File: src/rtl/uart_apb_ctrl.sv
// uart_apb_ctrl: APB master that configures a UART core and then moves bytes.
// It writes the baud/mode registers once after reset, then arbitrates between
// reading received bytes and writing bytes to transmit. After every access it
// waits GUARD idle cycles so the core status flags reflect that access.
module uart_apb_ctrl #(
  parameter logic [12:0] BAUD_VALUE = 13'd1,
  parameter logic [2:0]  MODE       = 3'b001,
  parameter int unsigned GUARD      = 2
) (
  input  logic       PCLK,
  input  logic       PRESETN,
  output logic [4:0] PADDR,
  output logic       PSEL,
  output logic       PENABLE,
  output logic       PWRITE,
  output logic [7:0] PWDATA,
  input  logic [7:0] PRDATA,
  input  logic       PREADY,
  input  logic       PSLVERR,
  input  logic       TXRDY,
  input  logic       RXRDY,
  input  logic [7:0] tx_data,
  input  logic       tx_valid,
  output logic       tx_ready,
  output logic [7:0] rx_data,
  output logic       rx_valid,
  input  logic       rx_ready,
  output logic       cfg_done,
  output logic       err_slv,
  input  logic       err_clr
);

  typedef enum logic [2:0] {
    INIT1,
    INIT2,
    IDLE,
    SETUP,
    ACCESS,
    HOLD
  } state_e;

  // Which access is in flight, so completion and the end of HOLD know what to do.
  typedef enum logic [1:0] {
    K_INIT1,
    K_INIT2,
    K_TX,
    K_RX
  } kind_e;

  localparam logic [4:0] ADDR_TX    = 5'h00;
  localparam logic [4:0] ADDR_RX    = 5'h04;
  localparam logic [4:0] ADDR_CTRL1 = 5'h08;
  localparam logic [4:0] ADDR_CTRL2 = 5'h0C;
  localparam logic [2:0] HOLD_LAST  = 3'(GUARD - 1);

  state_e     state_q, state_d;
  kind_e      kind_q, kind_d;
  logic [2:0] holdCnt_q, holdCnt_d;
  logic [4:0] paddr_q, paddr_d;
  logic       pwrite_q, pwrite_d;
  logic [7:0] pwdata_q, pwdata_d;
  logic [7:0] rxData_q, rxData_d;
  logic       rxValid_q, rxValid_d;
  logic       cfgDone_q, cfgDone_d;
  logic       errSlv_q, errSlv_d;
  logic       rxWin, txWin;

  // A read wins over a write, and a new read waits until the held byte is taken.
  assign rxWin = RXRDY && !rxValid_q;
  assign txWin = tx_valid && TXRDY;

  // Next-state logic: sequence the init writes, arbitrate, and run the APB handshake.
  always_comb begin
    state_d   = state_q;
    kind_d    = kind_q;
    holdCnt_d = holdCnt_q;
    paddr_d   = paddr_q;
    pwrite_d  = pwrite_q;
    pwdata_d  = pwdata_q;
    rxData_d  = rxData_q;
    rxValid_d = rxValid_q;
    cfgDone_d = cfgDone_q;
    errSlv_d  = errSlv_q;
    tx_ready  = 1'b0;

    if (rxValid_q && rx_ready) begin
      rxValid_d = 1'b0;
    end
    if (err_clr) begin
      errSlv_d = 1'b0;
    end

    case (state_q)
      INIT1: begin
        paddr_d  = ADDR_CTRL1;
        pwrite_d = 1'b1;
        pwdata_d = BAUD_VALUE[7:0];
        kind_d   = K_INIT1;
        state_d  = SETUP;
      end
      INIT2: begin
        paddr_d  = ADDR_CTRL2;
        pwrite_d = 1'b1;
        pwdata_d = {BAUD_VALUE[12:8], MODE};
        kind_d   = K_INIT2;
        state_d  = SETUP;
      end
      IDLE: begin
        if (rxWin) begin
          paddr_d  = ADDR_RX;
          pwrite_d = 1'b0;
          kind_d   = K_RX;
          state_d  = SETUP;
        end else if (txWin) begin
          tx_ready = 1'b1;
          paddr_d  = ADDR_TX;
          pwrite_d = 1'b1;
          pwdata_d = tx_data;
          kind_d   = K_TX;
          state_d  = SETUP;
        end
      end
      SETUP: begin
        state_d = ACCESS;
      end
      ACCESS: begin
        if (PREADY) begin
          if (PSLVERR) begin
            errSlv_d = 1'b1;
          end
          if (kind_q == K_RX) begin
            rxData_d  = PRDATA;
            rxValid_d = 1'b1;
          end
          if (kind_q == K_INIT2) begin
            cfgDone_d = 1'b1;
          end
          holdCnt_d = 3'd0;
          state_d   = HOLD;
        end
      end
      HOLD: begin
        if (holdCnt_q == HOLD_LAST) begin
          state_d = (kind_q == K_INIT1) ? INIT2 : IDLE;
        end else begin
          holdCnt_d = holdCnt_q + 3'd1;
        end
      end
      default: begin
        state_d = INIT1;
      end
    endcase
  end

  // State and output registers; reset aborts any access and restarts init.
  always_ff @(posedge PCLK or negedge PRESETN) begin
    if (!PRESETN) begin
      state_q   <= INIT1;
      kind_q    <= K_INIT1;
      holdCnt_q <= 3'd0;
      paddr_q   <= 5'd0;
      pwrite_q  <= 1'b0;
      pwdata_q  <= 8'd0;
      rxData_q  <= 8'd0;
      rxValid_q <= 1'b0;
      cfgDone_q <= 1'b0;
      errSlv_q  <= 1'b0;
    end else begin
      state_q   <= state_d;
      kind_q    <= kind_d;
      holdCnt_q <= holdCnt_d;
      paddr_q   <= paddr_d;
      pwrite_q  <= pwrite_d;
      pwdata_q  <= pwdata_d;
      rxData_q  <= rxData_d;
      rxValid_q <= rxValid_d;
      cfgDone_q <= cfgDone_d;
      errSlv_q  <= errSlv_d;
    end
  end

  assign PSEL     = (state_q == SETUP) || (state_q == ACCESS);
  assign PENABLE  = (state_q == ACCESS);
  assign PADDR    = paddr_q;
  assign PWRITE   = pwrite_q;
  assign PWDATA   = pwdata_q;
  assign rx_data  = rxData_q;
  assign rx_valid = rxValid_q;
  assign cfg_done = cfgDone_q;
  assign err_slv  = errSlv_q;

endmodule

File: config.mk
export PLATFORM = sky130hd
export DESIGN_NAME = uart_apb_ctrl
export DESIGN_NICKNAME = d
export VERILOG_FILES = /design/src/rtl/uart_apb_ctrl.sv
export SDC_FILE = /design/constraint.sdc
export NUM_CORES = 1
export LEC_CHECK = 0
export ABC_AREA = 1
export CORE_MARGIN = 5
export CORE_UTILIZATION = 25
export DETAILED_ROUTE_END_ITERATION = 10
export SKIP_LAST_GASP = 1
export SLEW_MARGIN = 0
export SYNTH_ARGS = -nofsm -noshare
export SYNTH_HDL_FRONTEND = slang
export SYNTH_SLANG_ARGS = --single-unit
export TNS_END_PERCENT = 5
File: constraint.sdc
create_clock -name PCLK -period 3.4 [get_ports PCLK]
set_input_delay 0.68 -clock PCLK [delete_from_list [all_inputs] [get_ports PCLK]]
set_output_delay 0.68 -clock PCLK [all_outputs]
set_load 0.03 [all_outputs]
==> flow_summary.toml, run 1 <==
[timing]
setup_viol = 0
clock.fmax_mhz = 342
setup_tns_ns = 0
fin_crit_ns = 2.92
holdWs_ns = 0.467
finalHoldViolCount = 0
fin_skew_ns = 0.00680
slew_viol_final = 0
post-route-period-util_pct = 86.0
rsz0062_at_grt = "false"
fin_ws_ns = 0.477

[floorplanning]
die_area_um2 = 6920
num_rows = 26
die_y_um = 83.2
core_area_um2 = 5140
die_w_um = 83.2
initial_core_util_pct = 26.0
ios = 53

[clocking]
path_clk_slew_ns = 0.06
cts_tree = "done"
cts.repair.resized = 0
cts.sinks = 29
cts_buffers = 5
cts_root_buf = "clkbuf_8"
cts_setup_buffers = 0
clkLatencyLatePin_ns = 0.27
clk_path_buf_depth = 2
hold_buffers = 0
htreeDepth = 2

[layout]
area_growth_pct = 48.8
fin_util_pct = 38.8
fin_cells = 287
final_area_um2 = 1990
nNetsFinal = 243
num_antenna_cells = 0
drive_above_1_share_pct = 8.29

[status]
status = "completed"

[routing]
drt_iter0_drc = 33
ant_nets = 0
drcViolationCount = 0
first_pass_iters = 3
routed_wl_mm = 3.28
wl_per_cell_um = 11.4
vias = 1175
via_per_inst = 4.09

[power]
seqPwrFrac_pct = 34.7
p_int_uw = 922
power.density_nw_per_um2 = 791
ir_worst_vdd_uv = 369
p_sw_uw = 653
power.total_mw = 1.58
total_leakage_power_nw = 0.962
clkPwrFrac_pct = 19.7
swShare_pct = 41.5
comb_power_share_pct = 45.6

[critical_path]
ff2ff_path_depth = 6
start_kind = "primary input"
worstSetupEndpointType = "output port"
criticalPathCategory = "primary input to output port"
reg2reg_from = "state_q[0]$_DFFE_PN0P_"
reg2reg_slack_ns = 1.97
cp_max_fo = 8
r2r-end = "rx_data[3]$_DFFE_PN0P_"
worstPathRequired_ns = 2.72
arrival_ns = 2.24

[flow_run]
drv_cap = 0

[synth]
syn_area_um2 = 1340
syn_area_per_cell_um2 = 8.26
ys_seq_area_share_pct = 54.2
yosysUniqueCellTypes = 19
synthTopCellsByArea = "dfrtp_1 (54%), nand2_1 (17%), nand3_1 (5.2%)"
synth_top_area_share_pct = 54.2
ys_ff_latch = 29
yosysWarnings = 0
yosys.area.top_type = "dfrtp_1"
synthCells = 162

[place]
place_inst = 279
place_area_um2 = 1890
dpl.hpwl_mm = 2.49
place.gp.congestion = 0.792
pre_cts_ws_ns = 0.476
port_buffers = 49

[hold_path]
whs_path_depth = 2
min_path_type = "register to register"
whs_endpoint = "rx_data[1]$_DFFE_PN0P_"
hp-start = "rx_data[1]$_DFFE_PN0P_"

[global_routing]
grt_pass1_wl_mm = 5.79
grt_overflow = 0
first_global_vias = 1241
grt.total_usage_pct = 10.1
antenna_found_initial = 0
grt_max_degree = 30
==> kinds of logic (layout without fill, tap and decap cells) <==
| family | after synthesis | in the layout | synth area share [%] |
|---|---|---|---|
| buf+inv | 22 | 75 | 7.85 |
| flops | 29 | 29 | 54.2 |
| compound gates | 15 | 15 | 5.98 |
| fa+ha+maj | 2 | 2 | 1.87 |
| simple gates | 93 | 93 | 29.8 |
| other cells | 1 | 3 | 0.280 |
==> area by class of cell <==
cell class	count	area, um2
Fill cell	570	3150
Sequential cell	29	726
Multi-Input combinational cell	113	515
Timing Repair Buffer	50	498
Clock buffer	7	96.3
Tap cell	70	87.6
Inverter	17	63.8
Clock inverter	1	5.00
==> synth_stat cells <==
| cell type | instances |
|---|---|
| buf_6 | 1 |
| nor2_1 | 11 |
| nor2_4 | 2 |
| nor2_2 | 3 |
| nand3_1 | 14 |
| inv_1 | 15 |
| o21ai_1 | 1 |
| or2_1 | 1 |
| a21oi_1 | 1 |
| nand2_1 | 59 |
| nand2_2 | 3 |
| dfrtp_1 | 29 |
| ha_1 | 2 |
| buf_4 | 4 |
| o21ai_0 | 11 |
| clkinv_1 | 1 |
| inv_2 | 1 |
| o21a_1 | 2 |
| conb_1 | 1 |
==> state kept, by name, summed over array words and instances, names as in the netlist <==
signal,flops
rx_data,8
kind_q,2
PWRITE,1
cfg_done,1
err_slv,1
rx_valid,1
PWDATA,8
state_q,3
PADDR,1
holdCnt_q,3
==> metal layers <==
| metal | up-vias | GRT usage (%) | part of all wire (%) |
|---|---|---|---|
| met4 | 0 | 2.67 | 0.58 |
| met1 | 530 | 12.1 | 45 |
| met3 | 4 | 4.06 | 8.2 |
| met5 | - | 0 | 0 |
| met2 | 39 | 17.0 | 46 |
| li1 | 602 | - | - |
==> cell usage in the layout (no fill, tap or decap), drive strengths merged <==
cell type and instances:
a21oi 1, buf 1, clkbuf 7, clkdlybuf4s50 49, clkinv 2, conb 3
dfrtp 29, ha 2, inv 16, nand2 62, nand3 14, nor2 16
o21a 2, o21ai 12, or2 1
==> critical path: stages <==
cell	delay (ns)
clkdlybuf4s50_1	0.41
nand2_1	0.12
nand3_1	0.14
nor2_4	0.18
clkdlybuf4s50_1	0.71
==> power groups by stage <==
| stage | Combinational (mW) | Sequential [mW] | Clock, mW |
|---|---|---|---|
| final | 0.718 | 0.546 | 0.310 |
| after global routing | 0.801 | 0.564 | 0.337 |
| after CTS | 0.731 | 0.548 | 0.323 |
| after detailed placement | 0.729 | 0.550 | 0 |
| after global placement | 0.723 | 0.549 | 0 |
| after floorplan | 0.346 | 0.662 | 0 |
==> worst max path at each step <==
stage | startpoint | slack [ns] | end | cells after the start
6_report | RXRDY | 0.48 | tx_ready | 5
3_3_place_gp | RXRDY | 0.53 | tx_ready | 5
4_1_cts | RXRDY | 0.47 | tx_ready | 5
3_5_place_dp | RXRDY | 0.48 | tx_ready | 5
5_1_grt | RXRDY | 0.36 | tx_ready | 5
2_1_floorplan | state_q[0]$_DFFE_PN0P_ | 1.52 | PSEL | 2
No activity file was read; power rests on OpenSTA's default activity.
==> run 2, diff against run 1 <==
==> constraint.sdc (replaced) <==
create_clock -name PCLK -period 2.7 [get_ports PCLK]
set_input_delay 0.54 -clock PCLK [delete_from_list [all_inputs] [get_ports PCLK]]
set_output_delay 0.54 -clock PCLK [all_outputs]
set_load 0.03 [all_outputs]
==> run 2 against run 1 <==
Effect of this change:
- sequential share of layout area fell by 0.41 points
- critical path depth unchanged
- cell area is 1.1% higher
- critical endpoint unchanged
- highest routed layer unchanged
==> flow_summary.toml, run 2 (synthesis results as in run 1) <==
[status]
status = "completed"

[global_routing]
grt_max_degree = 30
grt.total_usage_pct = 10.5
grt_pass1_wl_mm = 5.95
antenna_found_initial = 0
first_global_vias = 1215
grt_overflow = 0

[clocking]
cts_root_buf = "clkbuf_8"
clk_path_buf_depth = 2
cts_setup_buffers = 0
cts_buffers = 5
path_clk_slew_ns = 0.06
hold_buffers = 0
cts_tree = "done"
htreeDepth = 2
cts.repair.resized = 0
clkLatencyLatePin_ns = 0.28
cts.sinks = 29

[layout]
area_growth_pct = 50.5
fin_cells = 288
nNetsFinal = 244
num_antenna_cells = 0
layout_common_cells = "nand2_1 (59), clkdlybuf4s50_1 (49), dfrtp_1 (29)"
drive_above_1_share_pct = 8.26
fillers = 555
multi_input_area_um2 = 515
register_area_um2 = 726
layout_commonest_cell = "nand2_1"
final_area_um2 = 2010

[timing]
fin_crit_ns = 2.53
fin_skew_ns = 0.00776
slew_viol_final = 0
fin_ws_ns = 0.172
clock.fmax_mhz = 396
rsz0062_at_grt = "false"
setup_viol = 0
post-route-period-util_pct = 93.6
setup_tns_ns = 0
finalHoldViolCount = 0

[routing]
routed_wl_mm = 3.33
vias = 1182
met1_length_mm = 1.53
route.met2.wl_mm = 1.47
drcViolationCount = 0
highest_layer = "met4"
ant_nets = 0
via_per_inst = 4.10
first_pass_iters = 4
wl_met3_um = 293
drt_iter0_drc = 48
wl_per_cell_um = 11.6

[power]
power.total_mw = 2.06
power.density_nw_per_um2 = 1020
ir_worst_vdd_uv = 533
total_leakage_power_nw = 0.972

[critical_path]
criticalPathCategory = "primary input to output port"
worstSetupEndpointType = "output port"
cp_max_fo = 3
start_kind = "primary input"
arrival_ns = 1.99
ff2ff_path_depth = 6
worstPathRequired_ns = 2.16

[place]
place.gp.congestion = 0.750
place_area_um2 = 1900
port_buffers = 49
place_inst = 280
pre_cts_ws_ns = 0.170
dpl.hpwl_mm = 2.51

[hold_path]
min_path_type = "register to register"
whs_path_depth = 2

[floorplanning]
core_area_um2 = 5140
die_w_um = 83.2
initial_core_util_pct = 26.0
die_area_um2 = 6920
ios = 53
num_rows = 26
die_y_um = 83.2

[flow_run]
drv_cap = 0
==> run 2: cell count changes in the layout (fill, tap and decap cells not counted), sizes merged <==
cell | previous run | this run
buf | 1 | 2
bufinv | 0 | 1
clkinv | 2 | 1
==> run 2: worst max-delay path, stage by stage <==
cell             delay, ns
clkdlybuf4s50_1       0.40
nand2_1               0.12
nand3_1               0.14
nor2_4                0.11
clkdlybuf4s50_1       0.68
==> run 2: final cells by class <==
type | count | share of cell area, %
Sequential cell | 29 | 36.0
Multi-Input combinational cell | 113 | 25.6
Timing Repair Buffer | 51 | 25.1
Tap cell | 70 | 4.35
Clock buffer | 7 | 4.29
Inverter | 17 | 3.17
Clock inverter | 1 | 1.49
==> run 2: routing by layer <==
layer | vias to the layer above | global-route usage, %
li1 | 608 | -
met1 | 527 | 13.1
met2 | 41 | 16.3
met3 | 6 | 5.15
met4 | 0 | 2.67
met5 | - | 0
==> run 2: final timing paths <==
check	slack (ns)	end	from
worst min register to register	0.46	cfg_done$_DFFE_PN0P_	cfg_done$_DFFE_PN0P_
worst max register to register	1.26	rx_data[1]$_DFFE_PN0P_	state_q[1]$_DFFE_PN0P_
worst min-delay path	0.46	cfg_done$_DFFE_PN0P_	cfg_done$_DFFE_PN0P_
worst max-delay path	0.17	tx_ready	RXRDY
min in group asynchronous	0.64	state_q[2]$_DFFE_PN0P_	PRESETN
max in group asynchronous	1.78	rx_data[5]$_DFFE_PN0P_	PRESETN
==> run 2: metrics by stage <==
step / utilization, % / hold WS (ns)
2_1_floorplan: - / 0.244
3_3_place_gp: 36.9 / 0.453
3_5_place_dp: 36.9 / 0.457
4_1_cts: 39.2 / 0.473
5_1_grt: 39.2 / 0.491
6_report: 39.2 / 0.462
==> run 2: report_power, final <==
group | total, mW | switching, mW | leakage (nW) | internal, mW
clock | 0.465 | 0.165 | 0.0585 | 0.301
sequential | 0.686 | 0.109 | 0.375 | 0.578
combinational | 0.912 | 0.557 | 0.539 | 0.355
total | 2.06 | 0.830 | 0.972 | 1.23
==> run 3, diff against run 2 <==
==> constraint.sdc (replaced) <==
create_clock -name PCLK -period 3.2 [get_ports PCLK]
set_input_delay 0.64 -clock PCLK [delete_from_list [all_inputs] [get_ports PCLK]]
set_output_delay 0.64 -clock PCLK [all_outputs]
set_load 0.03 [all_outputs]
==> run 3 against run 2 <==
Effect of this change:
- core utilization fell by 0.15 points
- hold slack improved by 0.0052 ns
- final cell count fell by 0.35%
- critical path depth did not move
- register-to-register slack improved by 0.52 ns
- via count barely moved
- clock skew rose by 0.0017 ns
- sequential share of layout area rose by 0.13 points
- global-route usage fell by 0.17 points
- worst setup slack improved by 0.20 ns
- routed wire length fell by 3.4%
- cell area fell by 0.37%
- largest power group unchanged
==> flow_summary.toml, run 3 (synthesis results as in run 1) <==
[floorplanning]
core_area_um2 = 5140
die_area_um2 = 6920
num_rows = 26
ios = 53
die_w_um = 83.2
initial_core_util_pct = 26.0
die_y_um = 83.2

[clocking]
cts_tree = "done"
path_clk_slew_ns = 0.06
cts.sinks = 29
hold_buffers = 0
clkLatencyLatePin_ns = 0.28
cts.repair.resized = 0
cts_root_buf = "clkbuf_8"
clk_path_buf_depth = 2
cts_setup_buffers = 0
cts_buffers = 5
htreeDepth = 2

[global_routing]
grt.total_usage_pct = 10.4
grt_max_degree = 30
first_global_vias = 1260
grt_overflow = 0
antenna_found_initial = 0
grt_pass1_wl_mm = 5.88

[critical_path]
worstSetupEndpointType = "output port"
cp_max_fo = 8
cpPeakStageDelay_ns = 0.70
start_kind = "primary input"
worstPathRequired_ns = 2.56
criticalPathCategory = "primary input to output port"
ff2ff_path_depth = 6
arrival_ns = 2.19
reg2reg_from = "state_q[0]$_DFFE_PN0P_"
r2r-end = "rx_data[0]$_DFFE_PN0P_"
reg2reg_slack_ns = 1.78
worstPathCellList = "clkdlybuf4s50_1, nand2_1, nand3_1, nor2_4, clkdlybuf4s50_1"
cp_slowest_cell = "clkdlybuf4s50_1"
cpMostUsedCell = "clkdlybuf4s50_1"

[layout]
fin_util_pct = 39.0
layout_commonest_cell = "nand2_1"
fin_cells = 287
nNetsFinal = 243
final_area_um2 = 2010
area_growth_pct = 49.9
num_antenna_cells = 0
drive_above_1_share_pct = 7.83
layout_common_cells = "nand2_1 (59), clkdlybuf4s50_1 (49), dfrtp_1 (29)"

[timing]
holdWs_ns = 0.467
setup_viol = 0
finalHoldViolCount = 0
clock.fmax_mhz = 353
fin_crit_ns = 2.83
fin_skew_ns = 0.00944
setup_tns_ns = 0
rsz0062_at_grt = "false"
slew_viol_final = 0
fin_ws_ns = 0.369
post-route-period-util_pct = 88.5

[hold_path]
whs_endpoint = "cfg_done$_DFFE_PN0P_"
whs_path_depth = 2
hp-start = "cfg_done$_DFFE_PN0P_"
min_path_type = "register to register"

[place]
dpl.hpwl_mm = 2.40
place_inst = 279
port_buffers = 49
pre_cts_ws_ns = 0.368
place_area_um2 = 1890
place.gp.congestion = 0.756

[routing]
routed_wl_mm = 3.22
vias = 1183
ant_nets = 0
drt_iter0_drc = 61
first_pass_iters = 4
drcViolationCount = 0
wl_per_cell_um = 11.2
via_per_inst = 4.12

[power]
ir_worst_vdd_uv = 518
power.density_nw_per_um2 = 864
total_leakage_power_nw = 0.966
power.total_mw = 1.73

[status]
status = "completed"

[flow_run]
drv_cap = 0
run 3: cell count changes in the layout (fill, tap and decap cells not counted):
cell | previous run | this run
buf_4 | 2 | 1
run 3: critical path, delay by kind of cell:
kind | cells | cell delay (ns)
buffers and inverters | 2 | 1.11
AND/OR/NAND/NOR | 3 | 0.44
run 3: metal layers:
layer	GRT usage [%]	wire, um	vias to the layer above
met1	12.7	1480	528
met3	4.26	292	7
met2	16.1	1400	44
met5	0	0	-
met4	4.01	47	0
li1	-	-	604
run 3: how the worst max path moves through the flow:
stage,start,slack [ns],endpoint
after detailed placement,RXRDY,0.37,tx_ready
after global routing,RXRDY,0.27,tx_ready
final,RXRDY,0.37,tx_ready
after global placement,RXRDY,0.41,tx_ready
after CTS,RXRDY,0.36,tx_ready
after floorplan,state_q[0]$_DFFE_PN0P_,1.36,PSEL
run 3: power by group:
part | internal (mW) | switching (mW) | total [mW] | leakage (nW)
sequential | 0.488 | 0.0911 | 0.579 | 0.375
combinational | 0.298 | 0.466 | 0.764 | 0.533
clock | 0.254 | 0.138 | 0.391 | 0.0585
total | 1.04 | 0.694 | 1.73 | 0.966
run 3: area by class of cell:
| cell class | instances | area (um2) |
|---|---|---|
| Multi-Input combinational cell | 113 | 515 |
| Timing Repair Buffer | 50 | 498 |
| Inverter | 17 | 63.8 |
| Clock inverter | 1 | 30.0 |
| Clock buffer | 7 | 86.3 |
| Fill cell | 558 | 3130 |
| Tap cell | 70 | 87.6 |
| Sequential cell | 29 | 726 |
